[config.mk]
export PLATFORM = sky130hd
export DESIGN_NAME = pipe_hazard_ctrl
export DESIGN_NICKNAME = d
export VERILOG_FILES = /design/src/rtl/pipe_ctrl_pkg.sv /design/src/rtl/fwd_select.sv /design/src/rtl/pipe_hazard_ctrl.sv
export SDC_FILE = /design/constraint.sdc
export NUM_CORES = 1
export LEC_CHECK = 0
export BUFFER_PORTS_ARGS = -buffer_cell sky130_fd_sc_hd__buf_2
export CAP_MARGIN = 20
export CELL_PAD_IN_SITES_DETAIL_PLACEMENT = 1
export CELL_PAD_IN_SITES_GLOBAL_PLACEMENT = 2
export CORE_MARGIN = 5
export CORE_UTILIZATION = 22
export CTS_CLUSTER_DIAMETER = 60
export DETAILED_ROUTE_END_ITERATION = 6
export PLACE_DENSITY_LB_ADDON = 0.12
export SYNTH_ARGS = -nofsm -noshare
export SYNTH_HDL_FRONTEND = slang
export SYNTH_SLANG_ARGS = --single-unit
[constraint.sdc]
create_clock -name clock_i -period 1.4 [get_ports clock_i]
set_input_delay 0.14 -clock clock_i [delete_from_list [all_inputs] [get_ports clock_i]]
set_output_delay 0.14 -clock clock_i [all_outputs]
set_load 0.005 [all_outputs]
[src/rtl/pipe_ctrl_pkg.sv]
// Shared types for the 5-stage pipeline control: forward selects, execute FSM
// states and the per-stage destination shadow record.
package pipe_ctrl_pkg;

    // Widest register address a shadow record can hold; narrower addresses are zero-extended.
    localparam int unsigned AW_MAX = 8;

    typedef enum logic [1:0] {
        FWD_RF = 2'b00,
        FWD_WB = 2'b01,
        FWD_M  = 2'b10
    } fwd_sel_e;

    typedef enum logic {
        EX_IDLE  = 1'b0,
        EX_MULTI = 1'b1
    } ex_state_e;

    typedef struct packed {
        logic              valid;
        logic [AW_MAX-1:0] dst;
        logic              wr_en;
        logic              is_load;
    } stage_info_t;

    // A stage can supply a forwarded value if it writes a register; load data is
    // only available once the load has reached WB.
    function automatic logic fwd_source(input stage_info_t s, input logic allow_load);
        return s.valid && s.wr_en && (allow_load || !s.is_load);
    endfunction

endpackage

[src/rtl/fwd_select.sv]
// Forward-select for one E operand: compares the operand against the M and WB
// shadows, M taking priority over WB.
module fwd_select
    import pipe_ctrl_pkg::*;
#(
    parameter int ADDRESSWIDTH = 4
) (
    input  logic [ADDRESSWIDTH-1:0] src_addr_i,
    input  logic                    src_used_i,
    input  stage_info_t             m_info_i,
    input  stage_info_t             wb_info_i,
    output fwd_sel_e                sel_o
);

    logic [AW_MAX-1:0] src_ext;
    logic              m_hit;
    logic              wb_hit;

    assign src_ext = AW_MAX'(src_addr_i);

    assign m_hit  = src_used_i && fwd_source(m_info_i, 1'b0)  && (m_info_i.dst  == src_ext);
    assign wb_hit = src_used_i && fwd_source(wb_info_i, 1'b1) && (wb_info_i.dst == src_ext);

    always_comb begin
        sel_o = FWD_RF;
        if (m_hit) begin
            sel_o = FWD_M;
        end else if (wb_hit) begin
            sel_o = FWD_WB;
        end
    end

endmodule

[src/rtl/pipe_hazard_ctrl.sv]
// Stall/flush/forward control for the F/D/E/M/WB core with multi-cycle execute ops.
// Define PIPE_PERF_CNT_EN to build the stall/flush performance counters.
module pipe_hazard_ctrl
    import pipe_ctrl_pkg::*;
#(
    parameter int ADDRESSWIDTH = 4,
    parameter int NSRC         = 2,
    parameter int EX_LAT       = 3,
    parameter int CNTWIDTH     = 32
) (
    input  logic                         clock_i,
    input  logic                         reset_i,
    input  logic                         dec_valid_i,
    input  logic [NSRC*ADDRESSWIDTH-1:0] dec_src_addr_i,
    input  logic [NSRC-1:0]              dec_src_used_i,
    input  logic [ADDRESSWIDTH-1:0]      dec_dst_addr_i,
    input  logic                         dec_wr_en_i,
    input  logic                         dec_is_load_i,
    input  logic                         dec_is_multi_i,
    input  logic                         ex_branch_taken_i,
    output logic                         stall_f_o,
    output logic                         stall_d_o,
    output logic                         flush_d_o,
    output logic                         flush_e_o,
    output logic                         ex_hold_o,
    output logic [2*NSRC-1:0]            fwd_sel_o,
    output logic [CNTWIDTH-1:0]          perf_stall_cnt_o,
    output logic [CNTWIDTH-1:0]          perf_flush_cnt_o
);

    localparam int unsigned LATW = (EX_LAT > 1) ? $clog2(EX_LAT) : 1;

    stage_info_t                  e_q, e_d;
    stage_info_t                  m_q, m_d;
    stage_info_t                  wb_q, wb_d;
    logic [NSRC*ADDRESSWIDTH-1:0] e_src_q, e_src_d;
    logic [NSRC-1:0]              e_used_q, e_used_d;

    ex_state_e                    state_q;
    logic [LATW-1:0]              cnt_q;
    logic                         hold_q;

    logic                         run;
    logic [NSRC-1:0]              lu_hit;
    logic                         lu_raw;
    logic                         br_raw;
    logic                         flush_e_raw;
    logic                         load_use;
    logic                         branch_flush;
    logic                         multi_start;
    fwd_sel_e                     sel_w [NSRC];

    assign run = !reset_i;

    for (genvar g = 0; g < NSRC; g++) begin : g_lu
        assign lu_hit[g] = dec_src_used_i[g]
                        && (e_q.dst == AW_MAX'(dec_src_addr_i[g*ADDRESSWIDTH +: ADDRESSWIDTH]));
    end

    // Hazard detection; a held E suppresses both load-use and branch action.
    assign lu_raw       = dec_valid_i && e_q.valid && e_q.is_load && e_q.wr_en
                       && (|lu_hit) && !hold_q;
    assign br_raw       = ex_branch_taken_i && e_q.valid && !hold_q;
    assign flush_e_raw  = lu_raw || br_raw;
    assign branch_flush = run && br_raw;
    assign load_use     = run && lu_raw && !br_raw;
    assign multi_start  = (EX_LAT > 1) && !hold_q && !flush_e_raw
                       && dec_valid_i && dec_is_multi_i;

    assign stall_f_o = load_use || (run && hold_q);
    assign stall_d_o = load_use || (run && hold_q);
    assign flush_d_o = branch_flush;
    assign flush_e_o = branch_flush || load_use;
    assign ex_hold_o = run && hold_q;

    for (genvar g = 0; g < NSRC; g++) begin : g_fwd
        fwd_select #(
            .ADDRESSWIDTH(ADDRESSWIDTH)
        ) u_fwd_select (
            .src_addr_i (e_src_q[g*ADDRESSWIDTH +: ADDRESSWIDTH]),
            .src_used_i (e_used_q[g]),
            .m_info_i   (m_q),
            .wb_info_i  (wb_q),
            .sel_o      (sel_w[g])
        );
        assign fwd_sel_o[2*g +: 2] = run ? sel_w[g] : FWD_RF;
    end

    always_comb begin
        e_d      = e_q;
        e_src_d  = e_src_q;
        e_used_d = e_used_q;
        m_d      = m_q;
        wb_d     = wb_q;
        if (hold_q) begin
            m_d  = '0;
            wb_d = m_q;
        end else begin
            m_d  = e_q;
            wb_d = m_q;
            if (flush_e_raw) begin
                e_d      = '0;
                e_src_d  = '0;
                e_used_d = '0;
            end else begin
                e_d.valid   = dec_valid_i;
                e_d.dst     = AW_MAX'(dec_dst_addr_i);
                e_d.wr_en   = dec_wr_en_i;
                e_d.is_load = dec_is_load_i;
                e_src_d     = dec_src_addr_i;
                e_used_d    = dec_src_used_i & {NSRC{dec_valid_i}};
            end
        end
    end

    always_ff @(posedge clock_i) begin
        if (reset_i) begin
            e_q      <= '0;
            m_q      <= '0;
            wb_q     <= '0;
            e_src_q  <= '0;
            e_used_q <= '0;
        end else begin
            e_q      <= e_d;
            m_q      <= m_d;
            wb_q     <= wb_d;
            e_src_q  <= e_src_d;
            e_used_q <= e_used_d;
        end
    end

    // Execute FSM: hold_q stays high for EX_LAT-1 cycles after a multi op enters E.
    always_ff @(posedge clock_i) begin
        if (reset_i) begin
            state_q <= EX_IDLE;
            cnt_q   <= '0;
            hold_q  <= 1'b0;
        end else begin
            case (state_q)
                EX_IDLE: begin
                    if (multi_start) begin
                        state_q <= EX_MULTI;
                        cnt_q   <= LATW'(EX_LAT - 1);
                        hold_q  <= 1'b1;
                    end
                end
                EX_MULTI: begin
                    cnt_q <= cnt_q - LATW'(1);
                    if (cnt_q <= LATW'(1)) begin
                        state_q <= EX_IDLE;
                        cnt_q   <= '0;
                        hold_q  <= 1'b0;
                    end
                end
                default: begin
                    state_q <= EX_IDLE;
                    cnt_q   <= '0;
                    hold_q  <= 1'b0;
                end
            endcase
        end
    end

`ifdef PIPE_PERF_CNT_EN
    logic [CNTWIDTH-1:0] stall_cnt_q;
    logic [CNTWIDTH-1:0] flush_cnt_q;

    always_ff @(posedge clock_i) begin
        if (reset_i) begin
            stall_cnt_q <= '0;
            flush_cnt_q <= '0;
        end else begin
            if (stall_d_o && (stall_cnt_q != {CNTWIDTH{1'b1}})) begin
                stall_cnt_q <= stall_cnt_q + CNTWIDTH'(1);
            end
            if (flush_d_o && (flush_cnt_q != {CNTWIDTH{1'b1}})) begin
                flush_cnt_q <= flush_cnt_q + CNTWIDTH'(1);
            end
        end
    end

    assign perf_stall_cnt_o = stall_cnt_q;
    assign perf_flush_cnt_o = flush_cnt_q;
`else
    assign perf_stall_cnt_o = '0;
    assign perf_flush_cnt_o = '0;
`endif

endmodule

### After elaboration in Yosys (flattened, before gate mapping)

Cells that the tools add are included.

| storage, ports and cells | value |
|---|---|
| register bits after elaboration | 46 |
| input bits | 21 |
| output and inout port bits | 73 |
| logic and storage cells | 84 |

| operators by class | value |
|---|---|
| add/sub/neg operators | 1 |
| order comparisons | 1 |
| equal/unequal tests | 8 |
| multiplexer cells | 18 |
| bitwise logic cells | 2 |
| reduce and logical (&&, ||, !) cells | 38 |

Operators with widths:

| operator | number |
|---|---|
| == test 8 x 4 -> 1 bit | 6 |
| logical AND 1 bit | 27 |
| two-way mux 2 bit | 7 |
| two-way mux 11 bit | 1 |
| two-way mux 8 bit | 1 |
| two-way mux 1 bit | 6 |
| logical NOT 1 bit | 5 |
| one-hot mux 1 bit (2 select lines) | 2 |
| one-hot mux 2 bit (2 select lines) | 1 |
| OR reduction 2 bit | 2 |
| logical OR 1 bit | 3 |
| bitwise AND 2 bit | 1 |
| <= comparator 2 x 1 -> 1 bit (second input constant) | 1 |
| inequality test 2 x 1 -> 1 bit (second input constant) | 1 |
| inequality test 2 bit (second input constant) | 1 |
| AND reduction 2 bit | 1 |
| subtractor 2 x 1 -> 2 bit (second input constant) | 1 |
| NOT 1 bit | 1 |

### Depth between registers and ports, before layout

| depth | value |
|---|---|
| word-level depth | 12 |
| mapped depth | 7 |

### Cells and area by module

From an unflattened synthesis, not the netlist that was laid out.

| unflattened totals | value |
|---|---|
| cell total of the unflattened synthesis | 217 |
| area, all modules | 2,045.7 sq um |

By module, submodules not included:

| module | instances | cells each | area an instance (sq um) | seq. area each (sq um) |
|---|---|---|---|---|
| pipe_hazard_ctrl | 1 | 181 | 1,757.9 | 700.7 |
| fwd_select | 2 | 18 | 143.9 | 0.0 |

### Least setup slack after synthesis

Ideal clock, no wire load.

| path | value |
|---|---|
| path type | register to output |
| from | register hold_q |
| to | output stall_f_o |
| arrival time | 1,411 ps |
| required time | 1,260 ps |
| path slack | -151 ps |
| cell stages (with the launch flop) | 8 |
| path buffers | 2 |
| cell sequence | dfxtp_1 -> buf_4 -> and4b_1 -> nand4_1 -> o22ai_4 -> a21oi_1 -> nor2_1 -> buf_4 |

| on the way | value |
|---|---|
| cells in the longest elaborated chain, start to end | 5 |

Ends and longest elaborated chain:

| item | RTL line | RTL |
|---|---|---|
| start: declaration | pipe_hazard_ctrl.sv:41 | `logic hold_q;` |
| start signal: assignment | pipe_hazard_ctrl.sv:137 | `hold_q <= 1'b0;` |
| start signal: assignment | pipe_hazard_ctrl.sv:144 | `hold_q <= 1'b1;` |
| start signal: assignment | pipe_hazard_ctrl.sv:152 | `hold_q <= 1'b0;` |
| logical NOT 1 bit | pipe_hazard_ctrl.sv:62, pipe_hazard_ctrl.sv:63 |  |
| logical AND 1 bit (on tied branches) | pipe_hazard_ctrl.sv:62, pipe_hazard_ctrl.sv:63 |  |
| logical AND 1 bit or logical NOT 1 bit (tied branches) | pipe_hazard_ctrl.sv:66 | `assign load_use = run && lu_raw && !br_raw;` |
| logical AND 1 bit | pipe_hazard_ctrl.sv:66 |  |
| logical OR 1 bit * | -- |  |
| end: declaration | pipe_hazard_ctrl.sv:21 | `output logic stall_f_o,` |

Every way passes the cells marked *; elsewhere a longest branch is shown, timed or not.

### Worst setup path in the final report

| path | value |
|---|---|
| from | register hold_q |
| to | output flush_e_o |

| on the way | value |
|---|---|
| cells in the longest elaborated chain, start to end | 5 |

Ends and longest elaborated chain:

| item | RTL line | RTL |
|---|---|---|
| logical NOT 1 bit * | pipe_hazard_ctrl.sv:62, pipe_hazard_ctrl.sv:63 |  |
| logical AND 1 bit (on tied branches) | pipe_hazard_ctrl.sv:62, pipe_hazard_ctrl.sv:63 |  |
| logical AND 1 bit or logical NOT 1 bit (tied branches) | pipe_hazard_ctrl.sv:66 |  |
| logical AND 1 bit | pipe_hazard_ctrl.sv:66 |  |
| logical OR 1 bit * | pipe_hazard_ctrl.sv:73 | `assign flush_e_o = branch_flush \|\| load_use;` |
| end: declaration | pipe_hazard_ctrl.sv:24 | `output logic flush_e_o,` |

Marks and branches as above.

==> impl_metrics.csv <==
group,metric,value,unit
synth,avgSynthCellArea,8.35,sq um
power,powerDensity,935,nW/um^2
clocking,clock-sinks,34,
placed_design,hpwl,3960,microns
global_route,overflow,0,
critical_path,rr_startpoint,"hold_q",
run_status,outcome,"complete, but fails checks",
drt,vias,1403,
floorplanning,dieWidth,104,microns
synth,synthCells,235,
synth,synth_mux_area_share,0,%
clocking,insertion_delay,0.28,ns
synth,synth-seq-cells,34,
drt,drt-initial-drc-count,19,
job,max_cap_viol_count,0,
floorplanning,die_h,104,microns
critical_path,critPathArrivalTime,1.64,ns
floorplanning,initial_utilization,22.5,%
clocking,cts-hold-fix-buffers,0,
clocking,path_clk_slew,0.07,ns
power,p_comb_share,16.5,%
synth,synth_area,1960,sq um
sta,finalCriticalPeriod,1.78,ns
sta,min_period_over_period,127,%
power,swShare,26.9,%
critical_path,cp-startpoint,"hold_q",
sta,fmax,561,MHz
drt,drc_errors,0,
cells_and_area,layout_common_cells,"conb_1, nand2_1, dfxtp_1",
global_route,grt_pass1_vias,1514,
critical_path,r2r_slack,-0.21,ns
critical_path,end_kind,"output port",
global_route,antenna_found_initial,0,
placed_design,place_area,2110,sq um
synth,synth_compound_area_share,8.67,%
cells_and_area,area_growth_syn_to_layout,17.1,%
cells_and_area,drive_gt1_share,24.8,%
clocking,h-tree-depth,2,
cells_and_area,fin_area,2300,sq um
cells_and_area,finalNonFillerCells,394,
synth,ys_seq_area_share,34.7,%
synth,yosysUniqueCellTypes,32,
power,max-vdd-ir-drop,0.358,mV
drt,drt.antenna.violating_nets,0,
power,seqPwrFrac,50.3,%
sta,final-hold-violation-count,0,
critical_path,critical_path_class,"reg2out",
clocking,tritoncts,"yes",
cells_and_area,fill_cells,1044,
sta,setup_ws,-0.382,ns
global_route,grt_use_total,9.32,%
synth,synth_top_family_by_area,"buffers and inverters",
worst_hold_path,hp-class,"in2reg",
clocking,clock_path_buffers,2,
power,p_leak,1.07,nW
floorplanning,ioPinCount,94,
drt,first_pass_iters,4,
power,clkPwrFrac,33.3,%
placed_design,portBuffers,29,
cells_and_area,regArea,686,sq um
drt,wl,5040,microns
clocking,cts_made_buffers,5,
sta,clock_skew,0.00634,ns
clocking,cts_root_buffer,"clkbuf_8",
drt,wire_per_inst,12.8,microns
cells_and_area,num_antenna_cells,0,
critical_path,rr_worst_depth,7,
synth,synthSimpleGateAreaFrac,18.8,%
drt,avgViaCountPerCell,3.56,
floorplanning,rows,34,
power,switching_power,0.578,mW
power,p_int,1.57,mW
sta,tns,-5.00,ns
placed_design,place_congestion,0.704,
sta,rsz0062_at_grt,"yes",
critical_path,path_max_fanout,3,
placed_design,post-place-cells,383,
sta,slew_violations,0,
synth,ys.warnings.count,0,
run_status,violations,"setup timing",
synth,synthAdderAreaFrac,0,%
synth,synth_xor_area_share,10.7,%
global_route,grt_max_degree,16,
cells_and_area,layout_commonest_cell,"conb_1",
critical_path,cp-endpoint,"flush_e_o",
cells_and_area,fin_nets,308,
global_route,grt_first_pass_wirelength,7960,microns
critical_path,r2r-end,"e_used_q[0]",
cells_and_area,multiInputGateArea,1020,sq um
floorplanning,dieArea,10900,sq um
floorplanning,core_area,8720,sq um
critical_path,start_kind,"register",
sta,setup_viol,28,
critical_path,required,1.26,ns
==> cells in the mapped netlist, drive strengths merged <==
| library cell | instances | area share [%] |
|---|---|---|
| buf | 68 | 26 |
| dfxtp | 34 | 35 |
| nand2 | 32 | 6.1 |
| xnor2 | 16 | 7.1 |
| o21ai | 15 | 3.8 |
| nor2 | 12 | 2.4 |
| xor2 | 8 | 3.6 |
| and2 | 7 | 2.2 |
| nand3 | 7 | 1.8 |
| nor2b | 6 | 1.9 |
| clkbuf | 4 | 0.83 |
| a21oi | 2 | 0.51 |
| a22o | 2 | 0.89 |
| and4 | 2 | 0.89 |
| inv | 2 | 0.38 |
| nand3b | 2 | 0.76 |
| nand4 | 2 | 0.64 |
| nor3 | 2 | 0.51 |
| nor4 | 2 | 0.64 |
| o2bb2ai | 2 | 0.89 |
| a21o | 1 | 0.38 |
| a31oi | 1 | 0.32 |
| and4b | 1 | 0.51 |
| conb | 1 | 0.19 |
| nor3b | 1 | 0.38 |
| o21a | 1 | 0.38 |
| o22ai | 1 | 1.0 |
| o32ai | 1 | 0.45 |
==> critical path: stages, from the launching register on <==
cell and delay [ns]:
dfxtp_2 0.33, and4b_1 0.27, nand4_1 0.15, o22ai_4 0.23, buf_4 0.14, a31oi_1 0.03, nor2_1 0.08, buf_2 0.12
==> layer usage <==
metal / track usage [%] / vias up / part of all wire [%]
met5: 0 / - / 0
met4: 3.61 / 0 / 1.6
met3: 2.61 / 4 / 6.1
met1: 11.7 / 612 / 44
met2: 15.1 / 54 / 49
li1: - / 733 / -
==> logic make-up after synthesis <==
logic type,after synthesis
and+or+nand+nor,76
buffers and inverters,74
DFF,34
AOI/OAI and AO/OA,26
xor gates and xnor gates,24
other,1
==> worst min-delay path by stage <==
stage                            from          end  cells past startpoint
finish              dec_dst_addr_i[3]       e_q[5]                      3
global route        dec_src_used_i[1]  e_used_q[1]                      2
floorplan           dec_src_used_i[0]  e_used_q[0]                      1
CTS                     dec_is_load_i       e_q[0]                      3
global placement    dec_dst_addr_i[1]       e_q[3]                      3
detailed placement      dec_is_load_i       e_q[0]                      3
==> state kept, by name, summed over array words and instances (netlist names) <==
register  cells
e_src_q       8
e_used_q      2
e_q           7
state_q       1
m_q           7
wb_q          6
hold_q        1
cnt_q         2
==> stage by stage <==
step / hold WS [ns] / utilization [%] / setup slack, ns / power [mW]
finish: 0.0931 / 26.4 / -0.382 / 2.15
global route: 0.0983 / 26.4 / -0.503 / 2.29
CTS: 0.0881 / 25.8 / -0.396 / 2.19
detailed placement: 0.390 / 24.2 / -0.205 / 1.45
global placement: 0.389 / 24.2 / -0.222 / 1.45
floorplan: 0.266 / - / -0.145 / 1.43
==> cell type report <==
type,instances,share of cell area [%]
timing repair buffer,54,16.1
sequential,34,29.8
inverter,2,0.327
clock buffer,6,3.59
multi-input combinational,190,44.3
tap,108,5.88
==> power by group through the flow <==
stage	combinational, mW	sequential (mW)	clock, mW
finish	0.354	1.08	0.715
global placement	0.347	1.10	0
global route	0.409	1.09	0.793
floorplan	0.336	1.09	0
CTS	0.357	1.08	0.748
detailed placement	0.345	1.10	0
==> repair_timing <==
item,in CTS,in global routing
cloned,0,1
buffers inserted,2,2
hold endpoints to repair,0,0
setup endpoints to repair,29,29
resized for setup,12,3
pin swaps,5,2
Note: power is estimated with default switching activity, not from simulation.
